`src/rtl/top_level.sv`:
```
// Pattern-count engine: scans core[128..159] for a 5-bit pattern and writes
// in-byte match count, matching-byte count and bit-string match count to core[192..194].

module data_mem (
    input  logic       clk,
    input  logic       we,
    input  logic [7:0] addr,
    input  logic [7:0] wdata,
    output logic [7:0] rdata
);
    logic [7:0] core [0:255];

    // Single write port; contents deliberately survive reset.
    always_ff @(posedge clk) begin
        if (we) core[addr] <= wdata;
    end

    assign rdata = core[addr];
endmodule

module reg_file (
    input  logic       clk,
    input  logic       rst_n,
    input  logic       we,
    input  logic [1:0] waddr,
    input  logic [7:0] wdata,
    input  logic [1:0] raddr,
    output logic [7:0] rdata
);
    logic [7:0] registers [0:3];

    always_ff @(posedge clk) begin
        if (!rst_n) begin
            for (int i = 0; i < 4; i++) registers[i] <= '0;
        end else if (we) begin
            registers[waddr] <= wdata;
        end
    end

    assign rdata = registers[raddr];
endmodule

module datapath (
    input  logic       clk,
    input  logic       rst_n,
    input  logic [7:0] addr_c,
    input  logic       mem_we_c,
    input  logic [1:0] wsel_c,
    input  logic       clr_c,
    input  logic       load_p_c,
    input  logic       shift_c,
    input  logic       count_en_c,
    input  logic       cross_en_c
);
    localparam int unsigned CNT_W = 8;

    logic [7:0]       rdata;
    logic [7:0]       pat;
    logic [7:0]       prev;
    logic [15:0]      pair;
    logic [2:0]       in_cnt;
    logic [2:0]       x_cnt;
    logic [CNT_W-1:0] cnt_a;
    logic [CNT_W-1:0] cnt_b;
    logic [CNT_W-1:0] cnt_c;
    logic [7:0]       wr_data_c;

    data_mem dm (
        .clk   (clk),
        .we    (mem_we_c),
        .addr  (addr_c),
        .wdata (wr_data_c),
        .rdata (rdata)
    );

    // Register 0 holds the zero-extended pattern for the whole run.
    reg_file rf (
        .clk   (clk),
        .rst_n (rst_n),
        .we    (load_p_c),
        .waddr (2'd0),
        .wdata ({3'b000, rdata[7:3]}),
        .raddr (2'd0),
        .rdata (pat)
    );

    // Windows 0..3 lie inside the previous byte; 4..7 straddle into the current one.
    always_comb begin
        pair   = {prev, rdata};
        in_cnt = '0;
        x_cnt  = '0;
        for (int k = 0; k < 4; k++) begin
            if ({3'b000, pair[15-k -: 5]} == pat) in_cnt = in_cnt + 3'd1;
        end
        for (int k = 4; k < 8; k++) begin
            if (cross_en_c && ({3'b000, pair[15-k -: 5]} == pat)) x_cnt = x_cnt + 3'd1;
        end
    end

    always_ff @(posedge clk) begin
        if (!rst_n) begin
            prev  <= '0;
            cnt_a <= '0;
            cnt_b <= '0;
            cnt_c <= '0;
        end else begin
            if (shift_c) prev <= rdata;
            if (clr_c) begin
                cnt_a <= '0;
                cnt_b <= '0;
                cnt_c <= '0;
            end else if (count_en_c) begin
                cnt_a <= cnt_a + CNT_W'(in_cnt);
                cnt_b <= cnt_b + CNT_W'(in_cnt != 3'd0);
                cnt_c <= cnt_c + CNT_W'(in_cnt) + CNT_W'(x_cnt);
            end
        end
    end

    always_comb begin
        case (wsel_c)
            2'd0:    wr_data_c = cnt_a;
            2'd1:    wr_data_c = cnt_b;
            default: wr_data_c = cnt_c;
        endcase
    end
endmodule

module top_level (
    input  logic CLK,
    input  logic RESET_N,
    input  logic START,
    output logic DONE
);
    localparam int unsigned IDX_W    = 6;
    localparam int unsigned LAST_IDX = 32;

    typedef enum logic [2:0] {IDLE, LOAD, SCAN, WRITE, FINISH} state_t;

    state_t           state;
    state_t           state_nxt;
    logic [IDX_W-1:0] idx;
    logic [IDX_W-1:0] idx_nxt;
    logic             done_nxt;
    logic             start_q;
    logic             start_fall_c;
    logic [7:0]       addr_c;
    logic             mem_we_c;
    logic [1:0]       wsel_c;
    logic             clr_c;
    logic             load_p_c;
    logic             shift_c;
    logic             count_en_c;
    logic             cross_en_c;

    assign start_fall_c = start_q & ~START;

    always_ff @(posedge CLK) begin
        if (!RESET_N) begin
            state   <= IDLE;
            idx     <= '0;
            DONE    <= 1'b0;
            start_q <= 1'b0;
        end else begin
            state   <= state_nxt;
            idx     <= idx_nxt;
            DONE    <= done_nxt;
            start_q <= START;
        end
    end

    // SCAN runs idx 0..32: idx 0 primes prev, idx 32 finishes byte 31 without crossing windows.
    always_comb begin
        state_nxt  = state;
        idx_nxt    = idx;
        done_nxt   = DONE;
        addr_c     = 8'd160;
        mem_we_c   = 1'b0;
        wsel_c     = 2'd0;
        clr_c      = 1'b0;
        load_p_c   = 1'b0;
        shift_c    = 1'b0;
        count_en_c = 1'b0;
        cross_en_c = 1'b0;
        case (state)
            IDLE: begin
                if (start_fall_c) begin
                    state_nxt = LOAD;
                    done_nxt  = 1'b0;
                end
            end
            LOAD: begin
                addr_c    = 8'd160;
                load_p_c  = 1'b1;
                clr_c     = 1'b1;
                idx_nxt   = '0;
                state_nxt = SCAN;
            end
            SCAN: begin
                addr_c     = 8'd128 + 8'(idx);
                shift_c    = (idx != IDX_W'(LAST_IDX));
                count_en_c = (idx != '0);
                cross_en_c = (idx != '0) && (idx != IDX_W'(LAST_IDX));
                if (idx == IDX_W'(LAST_IDX)) begin
                    idx_nxt   = '0;
                    state_nxt = WRITE;
                end else begin
                    idx_nxt = idx + IDX_W'(1);
                end
            end
            WRITE: begin
                addr_c   = 8'd192 + 8'(idx);
                mem_we_c = 1'b1;
                wsel_c   = idx[1:0];
                if (idx == IDX_W'(2)) begin
                    idx_nxt   = '0;
                    state_nxt = FINISH;
                end else begin
                    idx_nxt = idx + IDX_W'(1);
                end
            end
            FINISH: begin
                done_nxt  = 1'b1;
                state_nxt = IDLE;
            end
            default: state_nxt = IDLE;
        endcase
    end

    datapath dp (
        .clk        (CLK),
        .rst_n      (RESET_N),
        .addr_c     (addr_c),
        .mem_we_c   (mem_we_c),
        .wsel_c     (wsel_c),
        .clr_c      (clr_c),
        .load_p_c   (load_p_c),
        .shift_c    (shift_c),
        .count_en_c (count_en_c),
        .cross_en_c (cross_en_c)
    );
endmodule

```
`config.mk`:
```
export PLATFORM = sky130hd
export DESIGN_NAME = top_level
export DESIGN_NICKNAME = d
export VERILOG_FILES = /design/src/rtl/top_level.sv
export SDC_FILE = /design/constraint.sdc
export NUM_CORES = 1
export LEC_CHECK = 0
export CAP_MARGIN = 15
export CORE_AREA = 2 2 39 41
export CTS_BUF_LIST = sky130_fd_sc_hd__clkbuf_4 sky130_fd_sc_hd__clkbuf_8 sky130_fd_sc_hd__clkbuf_16
export CTS_CLUSTER_SIZE = 20
export DETAILED_ROUTE_END_ITERATION = 7
export DIE_AREA = 0 0 41 43
export PLACE_DENSITY = 0.58
export SYNTH_ARGS = -nofsm -noshare
export SYNTH_HDL_FRONTEND = slang
export SYNTH_SLANG_ARGS = --single-unit
```
`constraint.sdc`:
```
create_clock -name CLK -period 2.6 [get_ports CLK]
set_input_delay 0.52 -clock CLK [delete_from_list [all_inputs] [get_ports CLK]]
set_output_delay 0.52 -clock CLK [all_outputs]
set_load 0.05 [all_outputs]
```
==> impl_metrics.env, run 1 <==
export IMPL_fmax_ghz=0.523
export IMPL_synth_top_area_share=0.383
export IMPL_worstPathRequired_ps=2080
export IMPL_worstMarginPinSlew_ps=492
export IMPL_cp_slowest_stage_delay_ps=800
export IMPL_tns_ps=0
export IMPL_cp_depth=1
export IMPL_end_kind="primary output"
export IMPL_arrival_ps=1390
export IMPL_grt_max_degree=14
export IMPL_slowest_stage="clkdlybuf4s50_1"
export IMPL_dp_final_hpwl_um=716
export IMPL_status="finished clean"
export IMPL_drive_above_1_share=0.0923
export IMPL_met3_length_um=22
export IMPL_maxCapViolCount=0
export IMPL_slew_viol_final=0
export IMPL_chipWidth_um=41
export IMPL_port_buffers=3
export IMPL_worst_setup_path_start_kind="register"
export IMPL_cts_setup_buffers=0
export IMPL_path_clk_slew_ps=60
export IMPL_r2r_start="idx[0]"
export IMPL_wl_met2_um=444
export IMPL_rows=14
export IMPL_die_area_mm2=0.00176
export IMPL_final_common_cell="dfxtp_1"
export IMPL_synth_seq_area_share=0.383
export IMPL_relSlewSlack=0.671
export IMPL_htreeDepth=1
export IMPL_cp_startpoint="DONE"
export IMPL_clock_sinks=11
export IMPL_irDropWorstVdd_mv=0.253
export IMPL_worst_path_buf_inv=1
export IMPL_setup_violations=0
export IMPL_ff2ff_setup_slack_ps=840
export IMPL_finalInstanceArea_um2=644
export IMPL_path_max_fanout=2
export IMPL_synthesis_area_um2=576
export IMPL_hp_class="reg2reg"
export IMPL_yosysWarnings=0
export IMPL_hold_viol_final=0
export IMPL_vias=448
export IMPL_drc=0
export IMPL_area_growth_pct=12.0
export IMPL_reg2reg_depth=6
export IMPL_p_leak_nw=0.246
export IMPL_dpl_cell_area_um2=614
export IMPL_hold_buffers=0
export IMPL_totalPowerFinal_mw=0.338
export IMPL_via_per_inst=5.53
export IMPL_hp_start="state[1]"
export IMPL_grt_pass1_wl_um=1810
export IMPL_numCtsBuffers=3
export IMPL_cp_endpoint="DONE"
export IMPL_rsz0062_at_grt="false"
export IMPL_synth_ff_latch_count=11
export IMPL_crit_family="buffers and inverters"
export IMPL_clock_path_buffers=2
export IMPL_synth_cell_types=31
export IMPL_routed_wl_um=1050
export IMPL_highest_layer="met4"
export IMPL_core_area_mm2=0.00138
export IMPL_crit_path_cell_trace="clkdlybuf4s50_1"
export IMPL_crit_type="reg2out"
export IMPL_cts_root_buf="clkbuf_4"
export IMPL_gp_congestion=0.700
export IMPL_cts_tree="yes"
export IMPL_num_io_pins=4
export IMPL_clk_latency_ps=270
export IMPL_diodes=0
export IMPL_layout_common_cells="11 x dfxtp_1, 7 x nand2_1, 4 x nor2b_1, 4 x nor2_1, 4 x clkbuf_4"
export IMPL_grt_pass1_vias=406
export IMPL_wire_per_inst_um=13.0
export IMPL_grt_use_total=0.154
export IMPL_yosysTopAreaCell="dfxtp_1"
export IMPL_drt_pass1_iterations=4
export IMPL_cts_resized=0
export IMPL_min_period_ps=1910
export IMPL_syn_inst=60
export IMPL_drt_iter0_drc=20
export IMPL_drt_met1_wl_um=561
export IMPL_power_density_mw_per_mm2=525
export IMPL_die_h_um=43
export IMPL_syn_avg_cell_area_um2=9.59
export IMPL_synth_fp_nets=66
export IMPL_fin_hold_ws_ps=512
export IMPL_grt_antenna_before_repair=0
export IMPL_drtAntennaViolNets=0
export IMPL_start_util=0.416
export IMPL_nets=72
export IMPL_grt_overflow=0
export IMPL_synth_area_top_cells="dfxtp_1 38%, ha_1 6.5%, a2111oi_4 4.8%, nand2_1 4.6%, nor2b_1 4.3%"
export IMPL_finClkSkew_ps=10.6
export IMPL_hold_depth=1
export IMPL_min_period_over_period=0.735
export IMPL_worstReg2RegEnd="idx[3]"
==> power breakdown <==
part           internal (mW)  switching [mW]
logic                 0.0113          0.0184
registers              0.173         0.00502
clock network         0.0699          0.0604
==> stage by stage <==
| stage | setup slack [ps] | util | cells |
|---|---|---|---|
| final | 689 | 0.466 | 81 |
| after global routing | 634 | 0.466 | 81 |
| after CTS | 676 | 0.466 | 81 |
| after detailed placement | 835 | 0.444 | 77 |
| after global placement | 843 | 0.444 | 77 |
| after floorplan | 1020 | - | 60 |
==> synthesized netlist by cell type, drive strengths merged <==
cell,count
o31ai,1
o211ai,1
nor4b,1
nand3,1
buf,1
o211a,2
nor3b,1
clkbuf,1
a22oi,1
a2111oi,1
nand3b,2
ha,3
dfxtp,11
a32o,1
nor3,2
nand2,7
inv,2
o31a,1
o311ai,1
and3b,1
nor2b,4
nor2,4
o21ai,2
and2,1
a31oi,1
and3,2
mux2i,1
o21a,1
nand2b,1
o32ai,1
==> registers in the layout, summed over array words and instances (netlist names) <==
register / flops
idx: 6
state: 3
start_q: 1
DONE: 1
==> metal layers <==
metal | GRT usage | up-vias
li1 | - | 230
met1 | 0.226 | 210
met2 | 0.184 | 4
met3 | 0.0314 | 4
met4 | 0.120 | 0
met5 | 0 | -
==> how the worst min path moves through the flow <==
stage	end
6_report	state[1]
5_1_grt	state[1]
4_1_cts	state[1]
3_5_place_dp	state[1]
3_3_place_gp	state[1]
2_1_floorplan	state[1]
==> kinds of logic (layout without fill, tap and decap cells) <==
group,Yosys count,after routing,synth area share
mux,1,1,0.0174
buf+inv,4,9,0.0326
simple gates,27,27,0.276
compound gates,14,14,0.226
fa+ha+maj,3,3,0.0652
flops,11,11,0.383
==> area by class of cell <==
| type | count | area (µm²) |
|---|---|---|
| Multi-Input combinational cell | 45 | 337 |
| Clock buffer | 4 | 30.0 |
| Fill cell | 137 | 739 |
| Sequential cell | 11 | 220 |
| Inverter | 2 | 7.51 |
| Tap cell | 16 | 20.0 |
| Timing Repair Buffer | 3 | 30.0 |
Note: power is estimated with default switching activity, not from simulation.
==> run 2, diff against run 1 <==
--- a/config.mk
+++ b/config.mk
@@ -11,7 +11,7 @@
 export CTS_CLUSTER_SIZE = 20
 export DETAILED_ROUTE_END_ITERATION = 7
 export DIE_AREA = 0 0 41 43
-export PLACE_DENSITY = 0.58
+export PLACE_DENSITY = 0.6
 export SYNTH_ARGS = -nofsm -noshare
 export SYNTH_HDL_FRONTEND = slang
 export SYNTH_SLANG_ARGS = --single-unit
==> constraint.sdc (replaced) <==
create_clock -name CLK -period 1.59 [get_ports CLK]
set_input_delay 0.318 -clock CLK [delete_from_list [all_inputs] [get_ports CLK]]
set_output_delay 0.318 -clock CLK [all_outputs]
set_load 0.05 [all_outputs]
==> impl_metrics.env, run 2 (synthesis gave the netlist of run 1 again) <==
export IMPL_status="finished with violations"
export IMPL_violations="setup timing"
export IMPL_finClkSkew_ps=2.71
export IMPL_rows=14
export IMPL_area_growth_pct=34.6
export IMPL_drt_iter0_drc=7
export IMPL_drc=0
export IMPL_relSlewSlack=0.712
export IMPL_worst_slack_ps=-34.3
export IMPL_worstMarginPinSlew_ps=432
export IMPL_num_io_pins=4
export IMPL_via_per_inst=5.40
export IMPL_hp_class="reg2reg"
export IMPL_fmax_ghz=0.616
export IMPL_p_leak_nw=0.307
export IMPL_grt_overflow=0
export IMPL_dpl_cell_area_um2=672
export IMPL_rsz0062_at_grt="true"
export IMPL_cts_root_buf="clkbuf_4"
export IMPL_largest_register_ffs=6
export IMPL_irDropWorstVdd_mv=0.492
export IMPL_totalPowerFinal_mw=0.565
export IMPL_clk_latency_ps=260
export IMPL_layout_common_cells="11 x buf_4, 9 x dfxtp_1, 7 x nand2_1, 4 x nor2b_1, 4 x clkbuf_4"
export IMPL_dp_cells=85
export IMPL_end_kind="register"
export IMPL_arrival_ps=1790
export IMPL_htreeDepth=1
export IMPL_maxCapViolCount=0
export IMPL_die_h_um=43
export IMPL_numCtsBuffers=3
export IMPL_drt_pass1_iterations=4
export IMPL_clock_path_buffers=2
export IMPL_routed_wl_um=1210
export IMPL_core_area_mm2=0.00138
export IMPL_die_area_mm2=0.00176
export IMPL_slew_viol_final=0
export IMPL_fill_cells=132
export IMPL_path_clk_slew_ps=70
export IMPL_wire_per_inst_um=13.1
export IMPL_grt_antenna_before_repair=0
export IMPL_port_buffers=3
export IMPL_finalInstanceArea_um2=774
export IMPL_path_max_fanout=5
export IMPL_drtAntennaViolNets=0
export IMPL_crit_type="reg2reg"
export IMPL_grt_pass1_wl_um=2180
export IMPL_hold_viol_final=0
export IMPL_diodes=0
export IMPL_drive_above_1_share=0.355
export IMPL_layoutNonFillerInstCount=92
export IMPL_chipWidth_um=41
export IMPL_fin_hold_ws_ps=499
export IMPL_worstPathRequired_ps=1760
export IMPL_min_period_over_period=1.02
export IMPL_cts_tree="yes"
export IMPL_grt_max_degree=11
export IMPL_start_util=0.416
export IMPL_grt_pass1_vias=465
export IMPL_setup_violations=5
export IMPL_min_period_ps=1620
export IMPL_nets=83
export IMPL_worst_setup_path_start_kind="register"
export IMPL_vias=497
export IMPL_top_regs="idx (6), state (3)"
export IMPL_grt_use_total=0.186
export IMPL_dp_final_hpwl_um=822
export IMPL_largest_register="idx"
export IMPL_final_common_cell="buf_4"
export IMPL_power_density_mw_per_mm2=729
export IMPL_gp_congestion=0.784
export IMPL_clock_sinks=11
run 2: changes by cell type in the layout (fill, tap and decap cells not counted), moves of 2 or more:
cell | previous run | this run
buf_4 | 0 | 11
dfxtp_1 | 11 | 9
ha_1 | 3 | 1
ha_4 | 0 | 2
inv_1 | 2 | 0
run 2: layout make-up:
class / instances / area (µm²) / share of cell area
tap: 16 / 20.0 / 0.0258
clock buffer: 4 / 30.0 / 0.0388
timing repair buffer: 14 / 114 / 0.147
inverter: 2 / 10.0 / 0.0129
sequential: 11 / 225 / 0.291
multi-input combinational: 45 / 375 / 0.485
run 2: final timing paths:
check,startpoint,end,slack [ps],cells past startpoint
worst max-delay path,idx[1],idx[4],-30,8
worst min-delay path,state[1],state[1],500,1
worst max register to register,idx[1],idx[4],-30,8
worst min register to register,state[1],state[1],500,1
run 2: power breakdown:
| group | internal (mW) | leakage [nW] | switching, mW | total, mW |
|---|---|---|---|---|
| clock network | 0.114 | 0.0184 | 0.0936 | 0.208 |
| logic | 0.0299 | 0.198 | 0.0386 | 0.0686 |
| registers | 0.282 | 0.0904 | 0.00650 | 0.288 |
| total | 0.426 | 0.307 | 0.139 | 0.565 |
run 2: per-layer routing:
layer / vias to the layer above / GRT usage / part of all wire
li1: 254 / - / -
met1: 236 / 0.257 / 0.48
met2: 5 / 0.266 / 0.49
met3: 2 / 0.0471 / 0.022
met4: 0 / 0.0800 / 0.011
met5: - / 0 / 0
run 2: per-stage QoR:
step / TNS (ps) / setup WS, ps / util
floorplan: 0 / 10.8 / -
global placement: -117 / -39.1 / 0.486
detailed placement: -518 / -103 / 0.486
CTS: -5.40 / -3.78 / 0.542
global route: -594 / -103 / 0.560
finish: -122 / -34.3 / 0.560
run 2: timing repair:
item,CTS,global route
endpoints found under the setup margin,7,9
pin swaps,7,2
hold buffers,0,0
gates resized for setup,8,6
setup buffers,3,0
run 2: worst max-delay path, stage by stage, from the launching register on:
cell and delay [ps]:
dfxtp_4 360, inv_2 60, ha_4 130, nand3b_4 80, a2111oi_4 380, buf_4 210
buf_6 90, nor3_2 30, o21a_1 170
